==> src/rtl/synth_pkg.sv <==
// Shared synth-chain constants, allocator state encoding
// and the note-to-phase-increment formula.
package synth_pkg;

  localparam int  SAMPLEFREQ  = 31250;
  localparam int  BITDEPTH    = 14;
  localparam int  BITFRACTION = 6;
  localparam int  INC_W       = BITDEPTH + BITFRACTION;
  localparam int  NUM_NOTES   = 128;
  localparam real SEMITONE    = 1.0594630943592953;

  typedef enum logic [1:0] {
    IDLE,
    LOOKUP,
    APPLY
  } alloc_state_t;

  // A4 (note 69) = 440 Hz, stepped by equal-tempered semitones
  function automatic int inc_of(int n);
    real f;
    f = 440.0 * real'(1 << (INC_W + 1));
    f = f / real'(SAMPLEFREQ);
    if (n >= 69) begin
      for (int k = 69; k < n; k++) f = f * SEMITONE;
    end else begin
      for (int k = n; k < 69; k++) f = f / SEMITONE;
    end
    return $rtoi(f + 0.5);
  endfunction

endpackage

==> src/rtl/voice_allocator_note_rom.sv <==
// Synchronous-read ROM mapping MIDI note number to
// phase increment, filled at elaboration.
module note_rom
  import synth_pkg::*;
#(
  parameter int INC_WIDTH = INC_W
) (
  input  logic                 clk,
  input  logic [6:0]           addr,
  output logic [INC_WIDTH-1:0] data
);

  logic [INC_WIDTH-1:0] rom [NUM_NOTES];
  logic [INC_WIDTH-1:0] data_d;
  logic [INC_WIDTH-1:0] data_q;

  for (genvar g = 0; g < NUM_NOTES; g++) begin : g_rom
    localparam logic [INC_WIDTH-1:0] VAL =
      INC_WIDTH'(inc_of(g));
    assign rom[g] = VAL;
  end

  assign data_d = rom[addr];

  always_ff @(posedge clk) begin
    data_q <= data_d;
  end

  assign data = data_q;

endmodule

==> src/rtl/voice_allocator.sv <==
// Polyphonic note scheduler: note events in, per-voice
// gate and pitch increment out, oldest voice stolen.
module voice_allocator
  import synth_pkg::*;
#(
  parameter int NUM_VOICES = 4,
  parameter int INC_WIDTH  = INC_W
) (
  input  logic                            clk,
  input  logic                            rst,
  input  logic                            note_valid,
  output logic                            note_ready,
  input  logic [6:0]                      note_num,
  input  logic                            note_on,
  input  logic                            panic,
  output logic [NUM_VOICES-1:0]           gate,
  output logic [NUM_VOICES*INC_WIDTH-1:0] pitch_increment
);

  localparam int RW = $clog2(NUM_VOICES);
  localparam logic [RW-1:0] OLDEST = RW'(NUM_VOICES - 1);

  alloc_state_t state_q, state_d;

  logic [6:0] lat_note_q, lat_note_d;
  logic       lat_on_q, lat_on_d;

  logic [NUM_VOICES-1:0]                held_q, held_d;
  logic [NUM_VOICES-1:0][6:0]           note_q, note_d;
  logic [NUM_VOICES-1:0][RW-1:0]        rank_q, rank_d;
  logic [NUM_VOICES-1:0][INC_WIDTH-1:0] inc_q, inc_d;

  logic [INC_WIDTH-1:0] rom_data;
  logic                 accept;
  logic                 hit;
  logic                 any_free;
  logic [RW-1:0]        hit_idx;
  logic [RW-1:0]        free_idx;
  logic [RW-1:0]        old_idx;
  logic [RW-1:0]        tgt_idx;

  note_rom #(
    .INC_WIDTH(INC_WIDTH)
  ) u_rom (
    .clk  (clk),
    .addr (lat_note_q),
    .data (rom_data)
  );

  // Descending scan so the lowest index wins each search
  always_comb begin
    hit      = 1'b0;
    hit_idx  = '0;
    any_free = 1'b0;
    free_idx = '0;
    old_idx  = '0;
    for (int i = NUM_VOICES - 1; i >= 0; i--) begin
      if (held_q[i] && note_q[i] == lat_note_q) begin
        hit     = 1'b1;
        hit_idx = RW'(i);
      end
      if (!held_q[i]) begin
        any_free = 1'b1;
        free_idx = RW'(i);
      end
      if (rank_q[i] == OLDEST) old_idx = RW'(i);
    end
    tgt_idx = any_free ? free_idx : old_idx;
  end

  always_ff @(posedge clk or negedge rst) begin
    if (!rst) state_q <= IDLE;
    else      state_q <= state_d;
  end

  always_comb begin
    state_d = state_q;
    unique case (state_q)
      IDLE:    if (accept) state_d = LOOKUP;
      LOOKUP:  state_d = APPLY;
      APPLY:   state_d = IDLE;
      default: state_d = IDLE;
    endcase
    if (panic) state_d = IDLE;
  end

  always_comb begin
    note_ready = (state_q == IDLE) && !panic;
    accept     = note_valid && note_ready;
  end

  always_comb begin
    lat_note_d = lat_note_q;
    lat_on_d   = lat_on_q;
    held_d     = held_q;
    note_d     = note_q;
    rank_d     = rank_q;
    inc_d      = inc_q;
    if (accept) begin
      lat_note_d = note_num;
      lat_on_d   = note_on;
    end
    if (state_q == APPLY) begin
      if (lat_on_q && !hit) begin
        held_d[tgt_idx] = 1'b1;
        note_d[tgt_idx] = lat_note_q;
        inc_d[tgt_idx]  = rom_data;
        for (int i = 0; i < NUM_VOICES; i++) begin
          if (RW'(i) == tgt_idx)
            rank_d[i] = '0;
          else if (rank_q[i] < rank_q[tgt_idx])
            rank_d[i] = rank_q[i] + 1'b1;
        end
      end else if (!lat_on_q && hit) begin
        held_d[hit_idx] = 1'b0;
      end
    end
    if (panic) held_d = '0;
  end

  always_ff @(posedge clk or negedge rst) begin
    if (!rst) begin
      lat_note_q <= '0;
      lat_on_q   <= 1'b0;
      held_q     <= '0;
      note_q     <= '0;
      inc_q      <= '0;
      for (int i = 0; i < NUM_VOICES; i++)
        rank_q[i] <= RW'(i);
    end else begin
      lat_note_q <= lat_note_d;
      lat_on_q   <= lat_on_d;
      held_q     <= held_d;
      note_q     <= note_d;
      rank_q     <= rank_d;
      inc_q      <= inc_d;
    end
  end

  assign gate            = held_q;
  assign pitch_increment = inc_q;

endmodule

==> config.mk <==
export PLATFORM = sky130hd
export DESIGN_NAME = voice_allocator
export DESIGN_NICKNAME = d
export VERILOG_FILES = /design/src/rtl/synth_pkg.sv /design/src/rtl/voice_allocator_note_rom.sv /design/src/rtl/voice_allocator.sv
export SDC_FILE = /design/constraint.sdc
export NUM_CORES = 1
export LEC_CHECK = 0
export ABC_CLOCK_PERIOD_IN_PS = 3460
export CORE_MARGIN = 2
export CORE_UTILIZATION = 55
export CTS_BUF_LIST = sky130_fd_sc_hd__clkbuf_2
export DETAILED_ROUTE_END_ITERATION = 6
export PLACE_DENSITY_LB_ADDON = 0.15
export SETUP_SLACK_MARGIN = 0.5
export SLEW_MARGIN = 20
export SYNTH_ARGS = -nofsm -noshare
export SYNTH_HDL_FRONTEND = slang
export SYNTH_SLANG_ARGS = --single-unit
==> constraint.sdc <==
create_clock -name clk -period 3.46 [get_ports clk]
set_clock_uncertainty 0.15 [all_clocks]
set_input_delay 0.346 -clock clk [delete_from_list [all_inputs] [get_ports clk]]
set_output_delay 0.346 -clock clk [all_outputs]
set_load 0.005 [all_outputs]
==> metrics list, run 1 <==
- For this run, global-route usage on met3 was measured as 0.0426.
- HPWL after DPL: 16200 um
- On the final layout, the worst hold slack is 98.7 ps.
- Derived from the worst setup path, the maximum achievable clock frequency is 0.353 GHz.
* Tightest Pin Transition: 708 ps
* Top post-synthesis cells by area: sky130_fd_sc_hd__dfrtp_1, sky130_fd_sc_hd__mux2_2, sky130_fd_sc_hd__dfxtp_1
- Basic-gate share of the synthesized area counting and, or, nand and nor cells: 0.118
- Vias per Instance: 6.12
- The H-tree was split into 4 levels.
* Root Buffer Master: sky130_fd_sc_hd__clkbuf_2
- Of the post-synthesis cell area, the dominant cell type holds 0.362.
* Relative contribution of sequential cells to total power: 0.441
* Die Width: 130 um
- Measured against the total synthesized area, the mux share comes to 0.202.
* Count of buffers inserted at the top-level ports: 96
* Number of antenna violations at the first check in global routing: 1
* Post-synth net total: 882
* Hold path startpoint: note_num[4]
- Total grt overflow: 0
- DIE HEIGHT: 130 um
- CTS tree: built
* Delay of the slowest cell on the worst path: 650 ps
* FF/Latch Area: 3660 um2
* Maximum fanout count along the critical path: 12
- Of the total power, combinational logic draws 0.398.
* Combinational family with the most area after synthesis: multiplexers
* Hold Path Class: input port to flop
- Placer congestion estimate: 0.951
- Number of fill cells: 1309
- Relative slew margins: 0.527
* Finish-stage setup viols: 0
- Crit path launch: rank_q[5]
- IR analysis of the VDD net gives a maximum drop of 0.481 mV.
- # nets final: 959
* Average wire per standard cell: 20.1 um
- Combined buffer and inverter count along the critical path: 0
- The cell family contributing the most delay on the critical path is compound AO/OA/AOI/OAI gates.
- Core area: 15700 um2
* Most used flip-flop cell after synthesis: sky130_fd_sc_hd__dfrtp_1
- Data arrival time of the critical path: 3290 ps
- Count of state elements after synthesis: 150
- The complex-gate fraction of the synthesized area came to 0.159.
- The global routing stage identified its most utilized layer as met2.
* Number of cells in the design after placement: 1114
* All-layer global routing usage: 0.279
- Layout cells sized above 1: 0.192
- Net Sw Power: 2.03 mW
- Count of endpoints failing hold in the final timing report: 0
* Critical Path Slowest Stage Cell: sky130_fd_sc_hd__dfstp_2
- Startpoint of the worst-slack reg-to-reg timing path: rank_q[5]
- Of the total power, the clock network draws 0.160.
* Mean post-synth cell area: 10.2 um2
* Total power: 5.17 mW
- Share of synthesized area occupied by flip-flops and latches: 0.420
* RSZ-0062 raised after global routing: true
- Fin. max-slew vios: 0
- Number of cells produced by synthesis: 851
- By count the netlist is led by sky130_fd_sc_hd__dfrtp_1, sky130_fd_sc_hd__mux2_2, sky130_fd_sc_hd__nand2_1.
* Reported max-cap violation count: 0
* Clock period minus worst slack: 2830 ps
* Distinct cell type count after synthesis: 69
- First-pass detailed-route iteration total: 6
- STA puts the critical path data required time at 3920 ps.
* Number of buffers added by the clock tree synthesis step: 17
* Wire length of the first global-routing pass: 36600 um
- For this run, the number of standard cells in the final layout without fillers is 1158.
* Buffer levels on the longest clock path: 2
* Share of synthesized registers carrying an async set or reset: 0.867
* Multi-input gate area: 4710 um2
- Summed over all cells, the static leakage comes to 4.44 nW.
* Internal power: 3.14 mW
- Status: finished clean
- Power per unit of standard cell area: 509 nW/um2
* Via total after detailed routing: 7083
- For this design, the sink count on the clock tree is 150.
* Final cycle utilization of the critical path: 0.818
* Starting Density: 0.555
* Switching power as a share of total power: 0.393
- Worst-skew pair later-pin latency: 700 ps
- Of the total synthesized cell area, the portion taken by XOR and XNOR cells is 0.0281.
- In the routed design, unresolved DRC markers number 0.
- Number of warnings printed during yosys synthesis: 0
- Setup slack on the critical path of the routed design comes to 630 ps.
- STA classifies the critical path endpoint as a flop.
- Critical Path Source Type: flop
- After floorplanning, the core was divided into 46 placement rows.
- Total routed wirelength: 23300 um
- Post-Place Worst Slack: 539 ps
- Summed over all instances, the cell type with the most area after synthesis is sky130_fd_sc_hd__dfrtp_1.
- Vias in the first global route: 6625
* Adder-cell share of the synthesized area: 0.0273
* Post-route ant nets: 0
* Number of flops mapped to enable cells by yosys: 0
- Maximum number of pins on one net before global-route repair: 101
- After clock tree synthesis, the clock-pin slew on the worst setup and hold paths is 230 ps.
- Summing every instance area after synthesis gives 8720 um2.
- Setup total negative slack on the finished layout was measured at 0 ps.
* Total Die Area: 16900 um2
- In the global route stage, met1 resource usage came out at 0.404.
- Area growth, synth to finish: 16.5%
* Drt initial violations: 792
- sky130_fd_sc_hd__dfrtp_1 is the most common cell in the netlist.
* Setup CP Type: flop to flop
- Pin placement for this block handled 97 I/O pins.
* CP Cell Sequence: ha_1 > nor2_1 > o311ai_2 > nand3_1 > a222oi_1 > a41o_2 > a21oi_1 > o221a_1
* GR met2 Demand/Resource: 0.425
[cell usage in the layout, fill, tap and decap left out, drive strengths merged, types with 9 or more instances in the layout]
| cell type | synthesis | layout |
|---|---|---|
| clkbuf | 29 | 17 |
| mux2i | 19 | 19 |
| clkinv | 2 | 12 |
| xnor2 | 21 | 21 |
| ha | 19 | 19 |
| nand2 | 77 | 77 |
| o311ai | 10 | 10 |
| dfxtp | 20 | 20 |
| o211ai | 11 | 11 |
| nand2b | 11 | 11 |
| dfrtp | 126 | 126 |
| o21ai | 53 | 53 |
| clkdlybuf4s50 | 0 | 95 |
| mux2 | 118 | 118 |
| a21oi | 67 | 67 |
| nor2b | 15 | 15 |
| nor2 | 58 | 58 |
| nand3 | 13 | 14 |
| a31oi | 9 | 9 |
| buf | 39 | 22 |
| inv | 12 | 14 |
| nor3 | 11 | 11 |
[power by group through the flow]
stage          Sequential [mW]  Clock (mW)  Combinational (mW)
5_1_grt                   2.32       0.920                2.24
2_1_floorplan             2.21           0                1.34
3_5_place_dp              2.31           0                2.01
6_report                  2.28       0.828                2.06
3_3_place_gp              2.29           0                1.99
4_1_cts                   2.28       0.865                2.02
[through the flow]
| stage | area, um2 | util |
|---|---|---|
| detailed placement | 9800 | 0.624 |
| finish | 10200 | 0.647 |
| global route | 10200 | 0.647 |
| CTS | 10100 | 0.641 |
| floorplan | 8720 | - |
| global placement | 9800 | 0.624 |
[cells by family (layout without fill, tap and decap cells)]
group                      Yosys count  in the layout
muxes                              145            145
buffers and inverters               82            171
adders and majority gates           19             19
AOI/OAI and AO/OA                  215            215
DFF                                150            150
and+or+nand+nor                    212            213
other                                0              1
xor gates and xnor gates            28             28
[registers in the layout (all words and copies together), names as in the netlist]
signal / count
pitch_increment: 80
note_q: 28
u_rom.data: 20
rank_q: 8
lat_note_q: 7
gate: 4
state_q: 2
lat_on_q: 1
[final timing paths]
path / slack, ps / cells after the start / to
min: 100 / 2 / lat_note_q[4]
min reg2reg: 340 / 1 / state_q[1]
min in group asynchronous: 450 / 3 / pitch_increment[56]
max: 630 / 8 / rank_q[1]
max reg2reg: 630 / 8 / rank_q[1]
max in group asynchronous: 2080 / 4 / rank_q[2]
[metal layers]
layer	vias up	wire length [um]
li1	3238	-
met3	42	1450
met5	-	0
met4	0	547
met2	325	10800
met1	3478	10500
[area by class of cell]
type,count,area share
clock inverters,15,0.0107
repair buffers,125,0.125
well taps,216,0.0266
diodes,1,0.000246
flip-flops and latches,150,0.361
multi-input cells,620,0.463
clock buffers,17,0.00837
inverters,14,0.00517
[what timing repair did]
action,in CTS,in global routing
buffers inserted,0,1
resized for setup,2,7
setup endpoints to repair,5,116
hold endpoints to repair,76,18
pin swaps,0,3
hold buffers,7,1
cloned,0,1
Power figures use the tool's default switching activity.
==> run 2: changes to the inputs <==
ABC_CLOCK_PERIOD_IN_PS = 3000   (was 3460)
clock period = 3 ns   (was 3.46 ns; I/O delays follow)
==> run 2 against run 1 <==
Critical endpoint is now rank_q[3]. Global-route usage grew 1.4 points. Maximum frequency grew 8.9%. Largest power group is now combinational cells. Sequential cell count is the same.
==> metrics list, run 2 (synthesis gave the netlist of run 1 again) <==
- The number of nets in the finished design came to 1033 (was 959).
- Nature of the critical path endpoint: flop (unchanged)
- Multi-input gate area: 5010 um2 (was 4710 um2)
* Worst vdd ir: 0.484 mV (was 0.481 mV)
* Total grt overflow: 0 (unchanged)
- The minimum period implied by the final worst setup slack was 2600 ps (was 2830 ps).
- Worst-skew pair later-pin latency: 710 ps (was 700 ps)
- Placer congestion estimate: 0.991 (was 0.951)
- Via total after detailed routing: 7418 (was 7083)
- The startpoint of the worst-slack reg-to-reg timing path is rank_q[6] (was rank_q[5]).
* Power per unit of standard cell area: 584 nW/um2 (was 509 nW/um2)
* Number of buffers added by the clock tree synthesis step: 17 (unchanged)
* Clock Sink Count: 150 (unchanged)
- Drt initial violations: 782 (was 792)
* Number of placed I/O pins: 97 (unchanged)
- Cell area reported after detailed placement: 9990 um2 (was 9800 um2)
* DIE HEIGHT: 130 um (unchanged)
* All-layer global routing usage: 0.293 (was 0.279)
* Lkg Pwr: 4.86 nW (was 4.44 nW)
- Crit path launch: rank_q[6] (was rank_q[5])
- The horizontal die dimension came to 130 um (unchanged).
- The post-detailed-placement half-perimeter wirelength came to 16600 um (was 16200 um).
- The headroom to the max-slew limit was 0.666 (was 0.527).
- Most common cell after layout, fill and taps aside: sky130_fd_sc_hd__dfrtp_1 (unchanged)
- The data arrival time of the worst path came to 3050 ps (was 3290 ps).
- The setup TNS after final layout is 0 ps (unchanged).
- The number of filler instances in the final layout was 1173 (was 1309).
- # rows: 46 (unchanged)
- The worst endpoint required time came to 3450 ps (was 3920 ps).
- The critical setup path kind is flop to flop (unchanged).
- The max-capacitance violation count is 0 (unchanged).
- Flip-flop count of the largest register, all copies and words added: 80 (unchanged)
* Average wire per standard cell: 20.9 um (was 20.1 um)
- Final cycle utilization of the critical path: 0.866 (was 0.818)
- The measured slew at the worst slew-check pin is 501 ps (was 708 ps).
- Total Die Area: 16900 um2 (unchanged)
* Instance count along the most critical hold path: 2 (unchanged)
- Clock slew at the register clock pins of the worst setup and hold paths: 260 ps (was 230 ps)
* Post-route ant nets: 0 (unchanged)
* Layout cells sized above 1: 0.305 (was 0.192)
* Total routed wirelength: 25800 um (was 23300 um)
* Vias per Instance: 6.02 (was 6.12)
- Number of cell instances on the worst register-to-register path: 8 (unchanged)
- Residual DRC count: 0 (unchanged)
* Fin. max-slew vios: 0 (unchanged)
- Hold Path Class: input port to flop (unchanged)
- The first-pass GRT wire length is 37900 um (was 36600 um).
* Maximum fanout count along the critical path: 6 (was 12)
- The area growth from synthesis to final layout was 28.4% (was 16.5%).
- The clock tree root driver cell was sky130_fd_sc_hd__clkbuf_2 (unchanged).
* Maximum number of pins on one net before global-route repair: 91 (was 101)
* Count of endpoints failing hold in the final timing report: 0 (unchanged)
- The origin of the worst min-delay path is panic (was note_num[4]).
- The largest stage delay on the critical path came to 630 ps (was 650 ps).
* Htree depth: 4 (unchanged)
- Status: finished clean (unchanged).
- Buffer levels on the longest clock path: 2 (unchanged)
- Non-filler cells, final: 1232 (was 1158)
- The core box area is 15700 um2 (unchanged).
* Critical Path Slowest Stage Cell: sky130_fd_sc_hd__dfstp_2 (unchanged)
* Finish-stage setup viols: 0 (unchanged)
- The category of the worst setup path launch point is a flop (unchanged).
* RSZ-0062 raised after global routing: true (unchanged)
- Vias in the first global route: 6842 (was 6625)
* CTS tree: built (unchanged)
- CP Cell Sequence: ha_4 > nor2_2 > o311a_1 > nor2_4 > nand2_1 > a41o_2 > o31a_1 > o221a_1 (was ha_1 > nor2_1 > o311ai_2 > nand3_1 > a222oi_1 > a41o_2 > a21oi_1 > o221a_1)
- Total power: 6.53 mW (was 5.17 mW)
- Most frequent cells in the layout: sky130_fd_sc_hd__dfrtp_1, sky130_fd_sc_hd__clkdlybuf4s50_1, sky130_fd_sc_hd__mux2_2 (unchanged).
* First-pass detailed-route iteration total: 6 (unchanged)
* Maximum operating frequency: 0.385 GHz (was 0.353 GHz)
- The effective utilization at floorplan is 0.555 (unchanged).
* Number of antenna violations at the first check in global routing: 1 (unchanged)
- Non-Filler Cell Area, Final: 11200 um2 (was 10200 um2)
* FF/Latch Area: 3680 um2 (was 3660 um2)
- The total of buffers placed on input and output ports came to 96 (unchanged).
- Number of cells in the design after placement: 1137 (was 1114)
## run 2: cell types whose count changed in the layout (fill, tap and decap cells not counted), moves of 8 or more
cell,change
sky130_fd_sc_hd__buf_4,+53
sky130_fd_sc_hd__buf_6,+11
sky130_fd_sc_hd__o21ai_0,-10
sky130_fd_sc_hd__ha_1,-9
sky130_fd_sc_hd__a21oi_1,-8
## run 2: area by class of cell
| type | count | share of cell area |
|---|---|---|
| well taps | 216 | 0.0242 |
| inverters | 14 | 0.00525 |
| multi-input cells | 622 | 0.447 |
| repair buffers | 197 | 0.172 |
| diodes | 1 | 0.000224 |
| clock inverters | 15 | 0.0146 |
| flip-flops and latches | 150 | 0.329 |
| clock buffers | 17 | 0.00760 |
## run 2: worst max-delay path, delay by kind of cell, from the launching register on
| kind | cells | cell delay (ps) |
|---|---|---|
| AOI/OAI and AO/OA | 4 | 1240 |
| DFF | 1 | 630 |
| and+or+nand+nor | 3 | 320 |
| adders and majority gates | 1 | 160 |
## run 2: path summary, 6_finish.rpt
path,slack (ps),endpoint
worst max-delay path,400,rank_q[3]
worst min-delay path,150,gate[3]
worst max register to register,400,rank_q[3]
worst min register to register,350,state_q[1]
max in group asynchronous,1670,pitch_increment[45]
min in group asynchronous,510,pitch_increment[57]
## run 2: what timing repair did
item | in CTS | in global routing
pin swaps | 9 | 20
hold buffers | 8 | 3
setup buffers | 21 | 23
gates cloned | 2 | 5
endpoints found under the setup margin | 135 | 112
endpoints found under the hold margin | 132 | 3
resized for setup | 39 | 67
## run 2: metrics by stage
| step | util | hold WS, ps | setup slack, ps |
|---|---|---|---|
| after floorplan | - | -146 | 500 |
| after global placement | 0.636 | 144 | 220 |
| after detailed placement | 0.636 | 149 | 161 |
| after CTS | 0.678 | 2.08 | 385 |
| after global routing | 0.712 | 100 | 346 |
| final | 0.712 | 149 | 401 |
## run 2: metal layers
| metal | vias up | track usage | wire, um |
|---|---|---|---|
| li1 | 3391 | - | - |
| met1 | 3657 | 0.415 | 11400 |
| met2 | 333 | 0.474 | 12300 |
| met3 | 37 | 0.0447 | 1710 |
| met4 | 0 | 0.0822 | 387 |
| met5 | - | 0 | 0 |
## run 2: power by group
| group | internal (mW) | switching, mW |
|---|---|---|
| Combinational | 1.29 | 1.42 |
| Clock | 0.340 | 0.839 |
| Sequential | 2.34 | 0.303 |
| Total | 3.97 | 2.56 |
==> run 3: changes to the inputs <==
PLACE_DENSITY = 0.78   (was not set)
PLACE_DENSITY_LB_ADDON = not set   (was 0.15)
==> run 3 against run 2 <==
Worst hold slack worse by 5.5 ps. Via count is 1.8% higher. Die area stayed put. Maximum frequency is 1.3% lower. Non-clock buffer count is 5 lower. Clock-buffer cell count is 1 higher. Clock power is 8% higher. Global-route usage is 0.091 points lower. Register-to-register slack worse by 40 ps. Critical endpoint unchanged. Largest power group is now sequential cells. Highest routed layer unchanged.
==> metrics list, run 3 (synthesis gave the netlist of run 1 again) <==
* Status: finished clean (unchanged)
- The starting DRC count in detailed routing came to 898 (was 782).
* CTS tree: built (unchanged)
- The via-per-instance ratio came to 6.15 (was 6.02).
- Most frequent cells in the layout: sky130_fd_sc_hd__dfrtp_1, sky130_fd_sc_hd__clkdlybuf4s50_1, sky130_fd_sc_hd__mux2_2 (unchanged)
- Layout cells sized above 1: 0.297 (was 0.305)
* Switching power as a share of total power: 0.370 (was 0.393)
- The maximum frequency from static timing analysis is 0.380 GHz (was 0.385 GHz).
- The horizontal die dimension was 130 um (unchanged).
- # rows: 46 (unchanged)
- Non-Filler Cell Area, Final: 11300 um2 (was 11200 um2)
- The total global-route track usage came to 0.293 (about the same).
* Number of placed I/O pins: 97 (unchanged)
- First-pass detailed-route iteration total: 6 (unchanged)
- Clock Sink Count: 150 (unchanged)
* Clock period minus worst slack: 2630 ps (was 2600 ps)
- Lkg Pwr: 4.86 nW (about the same)
* Htree depth: 4 (unchanged)
- Combinational cell fraction of total power: 0.400 (was 0.415)
- The buffer depth of the longest clock path came to 2 (unchanged).
- Setup CP Type: flop to flop (unchanged)
* HPWL after DPL: 15700 um (was 16600 um)
- Power per unit of standard cell area: 577 nW/um2 (was 584 nW/um2)
- RSZ-0062 raised after global routing: true (unchanged).
- The worst hold-check slack is 143 ps (was 149 ps).
- Residual DRC count: 0 (unchanged)
- Worst vdd ir: 0.312 mV (was 0.484 mV)
- Via total after detailed routing: 7554 (was 7418)
* Finish-stage setup viols: 0 (unchanged)
* Total grt overflow: 0 (unchanged)
* # nets final: 1029 (was 1033)
- Average wire per standard cell: 21.1 um (was 20.9 um)
* Total routed wirelength: 25900 um (was 25800 um)
- Clock slew at the register clock pins of the worst setup and hold paths: 210 ps (was 260 ps)
- Post-route ant nets: 0 (unchanged)
* Hold Path Class: input port to flop (unchanged)
- Setup TNS after final layout: 0 ps (unchanged)
* Flip-flop count of the largest register, all copies and words added: 80 (unchanged)
- The data arrival time of the worst path is 3130 ps (was 3050 ps).
- DIE HEIGHT: 130 um (unchanged)
- Core area: 15700 um2 (unchanged)
* Maximum number of pins on one net before global-route repair: 99 (was 91)
* Reported max-cap violation count: 0 (unchanged)
- The number of antenna violations at the first check in global routing was 1 (unchanged).
* Number of cells in the design after placement: 1129 (was 1137)
* Wire length of the first global-routing pass: 37600 um (was 37900 um)
- Maximum fanout count along the critical path: 4 (was 6)
- Critical path required time: 3490 ps (was 3450 ps)
- The number of clock buffers inserted by TritonCTS is 17 (unchanged).
* Clock group share of total power: 0.196 (was 0.181)
- The area after detailed placement is 9920 um2 (was 9990 um2).
* Internal power: 4.09 mW (was 3.97 mW)
- Non-filler cells, final: 1228 (was 1232)
- Relative slew margins: 0.352 (was 0.666)
- Tightest Pin Transition: 969 ps (was 501 ps)
- The count of pins over their slew limit is 0 (unchanged).
- The switching power of the nets came to 2.41 mW (was 2.56 mW).
* Critical Path Source Type: flop (unchanged)
- The number of global-route vias before repair was 6742 (was 6842).
* Count of endpoints failing hold in the final timing report: 0 (unchanged)
- The area growth from synthesis to final layout came to 29.3% (was 28.4%).
- The clock tree root driver cell is sky130_fd_sc_hd__clkbuf_2 (unchanged).
- The register share of total power came to 0.405 (was 0.404).
* Total Die Area: 16900 um2 (unchanged)
- Most common cell after layout, fill and taps aside: sky130_fd_sc_hd__dfrtp_1 (unchanged)
* Count of buffers inserted at the top-level ports: 96 (unchanged)
- The number of filler instances in the final layout is 1118 (was 1173).
* Nature of the critical path endpoint: flop (unchanged)
- Final cycle utilization of the critical path: 0.878 (was 0.866)
* Placer congestion estimate: 0.993 (was 0.991)
* Starting Density: 0.555 (unchanged)
- Worst-skew pair later-pin latency: 730 ps (was 710 ps)
## run 3: cell types whose count changed in the layout (fill, tap and decap cells not counted), sizes merged, moves of 2 or more
cell,delta
buf,-7
bufinv,+3
clkbuf,+2
inv,-5
nand2,+2
## run 3: per-layer routing
metal  vias to the layer above  routed length [um]  global-route usage  share of wire
li1                       3391                   -                   -              -
met1                      3699               11000               0.414           0.43
met2                       403               12100               0.452           0.47
met3                        61                2130              0.0627          0.082
met4                         0                 643              0.0961          0.025
met5                         -                   0                   0              0
## run 3: final timing paths
path | start | cells after the start | endpoint | slack [ps]
min | panic | 2 | gate[2] | 140
max reg2reg | rank_q[5] | 10 | rank_q[3] | 370
min reg2reg | state_q[1] | 1 | state_q[1] | 360
min in group asynchronous | rst | 3 | rank_q[6] | 470
max in group asynchronous | rst | 4 | lat_note_q[4] | 780
max | rank_q[5] | 10 | rank_q[3] | 370
## run 3: critical path: stages, from the launching register on
cell	delay, ps
sky130_fd_sc_hd__dfstp_2	600
sky130_fd_sc_hd__ha_4	160
sky130_fd_sc_hd__nor2b_4	50
sky130_fd_sc_hd__o311ai_4	300
sky130_fd_sc_hd__buf_6	170
sky130_fd_sc_hd__buf_4	130
sky130_fd_sc_hd__mux2i_2	270
sky130_fd_sc_hd__nor3_2	90
sky130_fd_sc_hd__a31oi_2	250
sky130_fd_sc_hd__a21oi_1	130
sky130_fd_sc_hd__o221a_1	250
## run 3: area by class of cell
class	count	area [um2]	area share
multi-input combinational	623	5070	0.450
antenna	1	2.50	0.000222
clock buffer	18	90.1	0.00799
timing repair buffer	192	1920	0.171
inverter	14	58.8	0.00522
tap	216	270	0.0240
clock inverter	14	181	0.0161
sequential	150	3670	0.326
## run 3: repair_timing
action / CTS / global route
hold endpoints to repair: 137 / 1
hold buffers: 10 / 1
cloned: 4 / 5
endpoints found under the setup margin: 133 / 134
setup buffers: 22 / 24
pin swaps: 12 / 24
gates resized for setup: 50 / 59
## run 3: power groups by stage
stage	Sequential (mW)	Combinational, mW	Clock (mW)
floorplan	2.56	1.55	0
finish	2.63	2.60	1.27
global placement	2.65	2.30	0
global route	2.68	2.80	1.37
detailed placement	2.67	2.32	0
CTS	2.62	2.41	1.29
## run 3: through the flow
step	worst slack, ps	utilization	total power, mW
floorplan	500	-	4.11
global placement	151	0.631	4.94
detailed placement	51.5	0.631	4.99
CTS	419	0.684	6.32
global route	342	0.717	6.85
finish	365	0.717	6.50
